===== config.mk =====
export PLATFORM = sky130hd
export DESIGN_NAME = core_seq
export DESIGN_NICKNAME = d
export VERILOG_FILES = /design/src/rtl/core_pkg.sv /design/src/rtl/mem_wait_timer.sv /design/src/rtl/core_seq.sv
export SDC_FILE = /design/constraint.sdc
export NUM_CORES = 1
export LEC_CHECK = 0
export BUFFER_PORTS_ARGS = -buffer_cell sky130_fd_sc_hd__buf_2
export CORE_MARGIN = 1
export CORE_UTILIZATION = 30
export CTS_CLUSTER_DIAMETER = 50
export CTS_CLUSTER_SIZE = 14
export DETAILED_ROUTE_END_ITERATION = 7
export SLEW_MARGIN = 10
export SYNTH_ARGS = -nofsm -noshare
export SYNTH_HDL_FRONTEND = slang
export SYNTH_SLANG_ARGS = --single-unit

===== constraint.sdc =====
create_clock -name Clk -period 2.4 [get_ports Clk]
set_clock_uncertainty 0.1 [all_clocks]
set_input_delay 0.36 -clock Clk [delete_from_list [all_inputs] [get_ports Clk]]
set_output_delay 0.36 -clock Clk [all_outputs]
set_load 0.01 [all_outputs]

===== src/rtl/core_pkg.sv =====
// Shared definitions for the core sequencer: state encoding, special opcodes,
// memory timeout limit and instruction-field positions within mach_code.
package core_pkg;

    typedef enum logic [2:0] {
        IDLE   = 3'd0,
        FETCH  = 3'd1,
        DECODE = 3'd2,
        EXEC   = 3'd3,
        MEM    = 3'd4,
        WB     = 3'd5,
        HALT   = 3'd6
    } state_t;

    localparam logic [8:0] HALT_CODE   = 9'h1FF;
    localparam logic [3:0] MEM_TIMEOUT = 4'd15;

    localparam int BRANCH_BIT = 8;
    localparam int LDR_BIT    = 7;
    localparam int WENR_BIT   = 6;
    localparam int JPTR_HI    = 3;
    localparam int JPTR_LO    = 2;

    // Loads set LDR; stores are encoded by WENR being clear.
    function automatic logic is_mem_op(input logic [8:0] code);
        return code[LDR_BIT] | ~code[WENR_BIT];
    endfunction

endpackage


===== src/rtl/mem_wait_timer.sv =====
// Counts MEM cycles spent waiting for the data memory and flags the cycle in
// which the wait would reach the timeout limit.
module mem_wait_timer
    import core_pkg::*;
(
    input  logic clk,
    input  logic rst,
    input  logic clear,
    input  logic tick,
    input  logic rdy,
    output logic expired
);

    logic [3:0] count_reg;

    always_ff @(posedge clk or posedge rst) begin
        if (rst) begin
            count_reg <= '0;
        end else if (clear) begin
            count_reg <= '0;
        end else if (tick && !rdy && (count_reg != MEM_TIMEOUT)) begin
            count_reg <= count_reg + 4'd1;
        end
    end

    // Expires in the wait cycle that takes the count to the limit; rdy wins.
    assign expired = tick && !rdy && (count_reg == (MEM_TIMEOUT - 4'd1));

endmodule


===== src/rtl/core_seq.sv =====
// Multi-cycle instruction sequencer: FETCH/DECODE/EXEC/MEM/WB control with a
// memory-wait timeout. Every output is a register updated on state transitions.
module core_seq
    import core_pkg::*;
(
    input  logic        Clk,
    input  logic        Reset,
    input  logic        Start,
    input  logic [8:0]  mach_code,
    input  logic        Zero,
    input  logic        MemRdy,
    output logic        IrLoad,
    output logic        PcInc,
    output logic        PcJump,
    output logic        RegWen,
    output logic        DmemRen,
    output logic        DmemWen,
    output logic        Ack,
    output logic        Fault,
    output logic [15:0] InstrCnt,
    output logic [2:0]  State
);

    state_t      state_reg;
    logic        armed_reg;
    logic        ir_load_reg;
    logic        pc_inc_reg;
    logic        pc_jump_reg;
    logic        reg_wen_reg;
    logic        dmem_ren_reg;
    logic        dmem_wen_reg;
    logic        ack_reg;
    logic        fault_reg;
    logic [15:0] instr_cnt_reg;

    logic timer_clear;
    logic timer_tick;
    logic timer_expired;
    logic wb_jump;
    logic mem_op;

    assign timer_clear = (state_reg == EXEC);
    assign timer_tick  = (state_reg == MEM);
    assign mem_op      = is_mem_op(mach_code);
    // Zero is sampled on the edge that enters WB so PcJump/PcInc are registered.
    assign wb_jump     = mach_code[BRANCH_BIT] & Zero;

    mem_wait_timer u_mem_wait_timer (
        .clk     (Clk),
        .rst     (Reset),
        .clear   (timer_clear),
        .tick    (timer_tick),
        .rdy     (MemRdy),
        .expired (timer_expired)
    );

    always_ff @(posedge Clk or posedge Reset) begin
        if (Reset) begin
            state_reg     <= IDLE;
            armed_reg     <= 1'b0;
            ir_load_reg   <= 1'b0;
            pc_inc_reg    <= 1'b0;
            pc_jump_reg   <= 1'b0;
            reg_wen_reg   <= 1'b0;
            dmem_ren_reg  <= 1'b0;
            dmem_wen_reg  <= 1'b0;
            ack_reg       <= 1'b0;
            fault_reg     <= 1'b0;
            instr_cnt_reg <= '0;
        end else begin
            // The first edge after reset only arms the FSM; it cannot leave IDLE.
            armed_reg   <= 1'b1;
            ir_load_reg <= 1'b0;
            pc_inc_reg  <= 1'b0;
            pc_jump_reg <= 1'b0;
            reg_wen_reg <= 1'b0;

            case (state_reg)
                IDLE: begin
                    if (Start && armed_reg) begin
                        state_reg     <= FETCH;
                        ir_load_reg   <= 1'b1;
                        instr_cnt_reg <= '0;
                        fault_reg     <= 1'b0;
                    end
                end
                FETCH: begin
                    state_reg <= DECODE;
                end
                DECODE: begin
                    if (mach_code == HALT_CODE) begin
                        state_reg <= HALT;
                        ack_reg   <= 1'b1;
                    end else begin
                        state_reg <= EXEC;
                    end
                end
                EXEC: begin
                    if (mem_op) begin
                        state_reg    <= MEM;
                        dmem_ren_reg <= mach_code[LDR_BIT];
                        dmem_wen_reg <= ~mach_code[WENR_BIT];
                    end else begin
                        state_reg   <= WB;
                        reg_wen_reg <= mach_code[WENR_BIT];
                        pc_jump_reg <= wb_jump;
                        pc_inc_reg  <= ~wb_jump;
                    end
                end
                MEM: begin
                    if (MemRdy) begin
                        state_reg    <= WB;
                        dmem_ren_reg <= 1'b0;
                        dmem_wen_reg <= 1'b0;
                        reg_wen_reg  <= mach_code[WENR_BIT];
                        pc_jump_reg  <= wb_jump;
                        pc_inc_reg   <= ~wb_jump;
                    end else if (timer_expired) begin
                        state_reg    <= HALT;
                        dmem_ren_reg <= 1'b0;
                        dmem_wen_reg <= 1'b0;
                        fault_reg    <= 1'b1;
                        ack_reg      <= 1'b1;
                    end
                end
                WB: begin
                    state_reg   <= FETCH;
                    ir_load_reg <= 1'b1;
                    if (instr_cnt_reg != 16'hFFFF) begin
                        instr_cnt_reg <= instr_cnt_reg + 16'd1;
                    end
                end
                HALT: begin
                    if (!Start) begin
                        state_reg <= IDLE;
                        ack_reg   <= 1'b0;
                    end
                end
                default: begin
                    state_reg    <= IDLE;
                    dmem_ren_reg <= 1'b0;
                    dmem_wen_reg <= 1'b0;
                    ack_reg      <= 1'b0;
                end
            endcase
        end
    end

    assign IrLoad   = ir_load_reg;
    assign PcInc    = pc_inc_reg;
    assign PcJump   = pc_jump_reg;
    assign RegWen   = reg_wen_reg;
    assign DmemRen  = dmem_ren_reg;
    assign DmemWen  = dmem_wen_reg;
    assign Ack      = ack_reg;
    assign Fault    = fault_reg;
    assign InstrCnt = instr_cnt_reg;
    assign State    = state_reg;

endmodule


==> results.md <==
| Item | This run |
| --- | --- |
| Distinct cell type count after synthesis | 44 |
| FF+latch count, synth | 32 |
| Grt total ovfl | 0 |
| Crit start category | register |
| Total wire length after detailed routing | 4.16 mm |
| Combinational family with the most area after synthesis | simple AND/OR/NAND/NOR gates |
| Final-report hold violation count | 0 |
| Sequential area share after synthesis | 45.3% |
| Number of antenna cells inserted | 0 |
| Final net count | 257 |
| # setup viols final | 0 |
| DPL Wire Length | 3.01 mm |
| Vias after detailed routing | 1604 |
| Setup repair after global routing missed its margin | no |
| Flop2flop setup slack | 330 ps |
| Non-filler cells in the finished layout | 313 |
| Period Utilization, post-route | 86.4% |
| Mux cell area share after synthesis | 0.567% |
| Slew @ Worst Pin | 555 ps |
| Largest net degree at the start of global routing | 33 |
| Drt first pass iters | 4 |
| Reported max-cap violation count | 0 |
| Gate count after technology mapping | 196 |
| Per-cell via count in the routed design | 5.12 |
| Die Y | 78.7 µm |
| Critical-path maximum fanout | 7 |
| Sort of element at the end of the critical path | register |
| Number of instances resized during post-cts repair | 0 |
| Register clock-pin slew on the reported worst setup and hold paths | 70 ps |
| Number of placement rows | 27 |
| Count of antenna-violating nets left after detailed routing | 0 |
| Final Wtd Congestion | 0.849 |
| Number of global-route vias before repair | 1447 |
| Most instantiated cells after synthesis | dfrtp_1 (32), o21ai_0 (23), nand2_1 (22) |
| Outcome | completed |
| Yosys warnings | 0 |
| Setup Buffers After CTS | 0 |
| Initial DRC count | 163 |
| Routed length per instance | 13.3 µm |
| Power per Cell Area | 919 mW/mm² |
| Number of antenna violations at the first check in global routing | 0 |
| Initial core utilization | 31.5% |
| Synth Area per Inst | 9.01 µm² |
| Max_slew headroom | 62.7% |
| Std-Cell Core Area | 0.00561 mm² |
| Top-area cell type share of the netlist area | 45.3% |
| Dominant cell type by area after synthesis | dfrtp_1 |
| Cell total after placement | 305 |
| Post-layout power | 1.97 mW |
| Final total negative setup slack | 0 ps |
| Tot GR Track Use | 14.2% |
| Maximum level of the CTS H-tree | 2 |
| Compound-Gate Fraction of Synth Area | 21.7% |
| Die width | 78.7 µm |
| Worst setup path category | reg2reg |
| CTS buffer count | 5 |
| Max Transition Viols Final | 0 |
| Share of synthesized cell area in full adder, half adder and majority cells | 2.12% |
| Cell leakage power | 1.02 nW |
| Clock Root Buffer | clkbuf_8 |
| Number of top-level design ports | 41 |
| Highest ir drop seen on vdd | 0.273 mV |
| Most used flip-flop cell after synthesis | dfrtp_1 |
| Residual DRC count | 0 |
| Async SR Flop Fraction | 100% |
| Data arrival at the endpoint of the critical path | 2170 ps |
| Simple logic cell fraction of the synthesized area | 23.9% |
| Highest attainable clock frequency | 0.482 GHz |
| Growth of design area from synthesis to finish | 21.6% |
| Cell types with the largest area share after synthesis | dfrtp_1 (45%), o21ai_0 (6.5%), nand2_1 (4.7%) |
| Fin Hold WS | 48.7 ps |
| Number of enable flip-flop cells after synthesis | 0 |
| Library cell with the highest instance count after synthesis | dfrtp_1 |
| Die footprint | 0.00620 mm² |
| Quantity of hold-fixing buffers added after cts | 0 |
| Post-Synth XOR/XNOR Area | 1.98% |
| Global-route wire length before repair | 6.85 mm |
| Clock sinks | 32 |
| Flip-flop count of the largest register, all copies and words added | 16 |
| Worst skew pair latency | 290 ps |
| Shortest period the worst path allows | 2070 ps |
| Maximum buffer depth of the clock tree | 2 |
| Clock tree from TritonCTS | yes |
| Fraction of final layout cells sized beyond drive strength 1 | 24.5% |
| Synth Cell Area | 0.00177 mm² |
| Required time of the critical path | 2490 ps |
| Class of the most critical hold timing path | in2async |
| Fraction of the core area covered by cells at the end of the flow | 38.3% |
| Synthesized net count | 213 |
| Count of port buffers added during placement | 40 |
final timing paths:
path	startpoint	endpoint	cells past startpoint
worst max-delay path	InstrCnt[0]$_DFFE_PP0P_	InstrCnt[9]$_DFFE_PP0P_	7
worst min-delay path	Reset	Fault$_DFFE_PP0P_	3
worst max register to register	InstrCnt[0]$_DFFE_PP0P_	InstrCnt[9]$_DFFE_PP0P_	7
worst min register to register	Fault$_DFFE_PP0P_	Fault$_DFFE_PP0P_	1
max in group asynchronous	Reset	InstrCnt[12]$_DFFE_PP0P_	3
min in group Clk	Zero	PcInc$_DFF_PP0_	2
logic make-up after synthesis:
kind of cell,after synthesis
other cells,1
flops,32
simple gates,82
mux,1
compound gates,58
xor+xnor,4
buf+inv,15
fa+ha+maj,3
per-stage QoR:
step,cell area [µm²],worst slack [ps]
after global placement,2060,428
after global routing,2150,129
after floorplan,1770,470
after CTS,2150,332
after detailed placement,2060,351
final,2150,325
report_power, final:
group          leakage [nW]  switching, mW  internal [mW]
logic                 0.540          0.386          0.309
registers             0.432          0.182          0.666
clock network        0.0455          0.198          0.234
cell usage in the layout, fill, tap and decap left out, drive strengths merged, types with 5 or more instances in the layout:
cell     n
a21oi   10
a31oi    5
and3     6
buf     48
clkbuf   8
dfrtp   32
nand2   22
nand3    9
nand4    8
nor2    19
o21ai   23
o31ai    7
routing by layer:
layer  GRT usage, %  wire length (µm)  up-vias
met1           20.0              2090      758
met3           2.87               167        7
met5              0                 0        -
met2           20.7              1830       34
li1               -                 -      805
met4           7.04                73        0
final cells by class:
| type | instances | area, µm² |
|---|---|---|
| fill | 578 | 3460 |
| inverter | 4 | 15.0 |
| tap | 72 | 90.1 |
| timing repair buffer | 48 | 260 |
| clock buffer | 8 | 90.1 |
| sequential | 32 | 801 |
| multi-input combinational | 149 | 892 |
worst max-delay path, cell delays in order (launching register included):
cell and delay [ps]:
dfrtp_1 420, ha_1 250, nand4_1 150, or2_2 370, o31ai_4 300, buf_4 210
o21ai_0 80, o21ai_0 100
No activity file was read; power rests on OpenSTA's default activity.
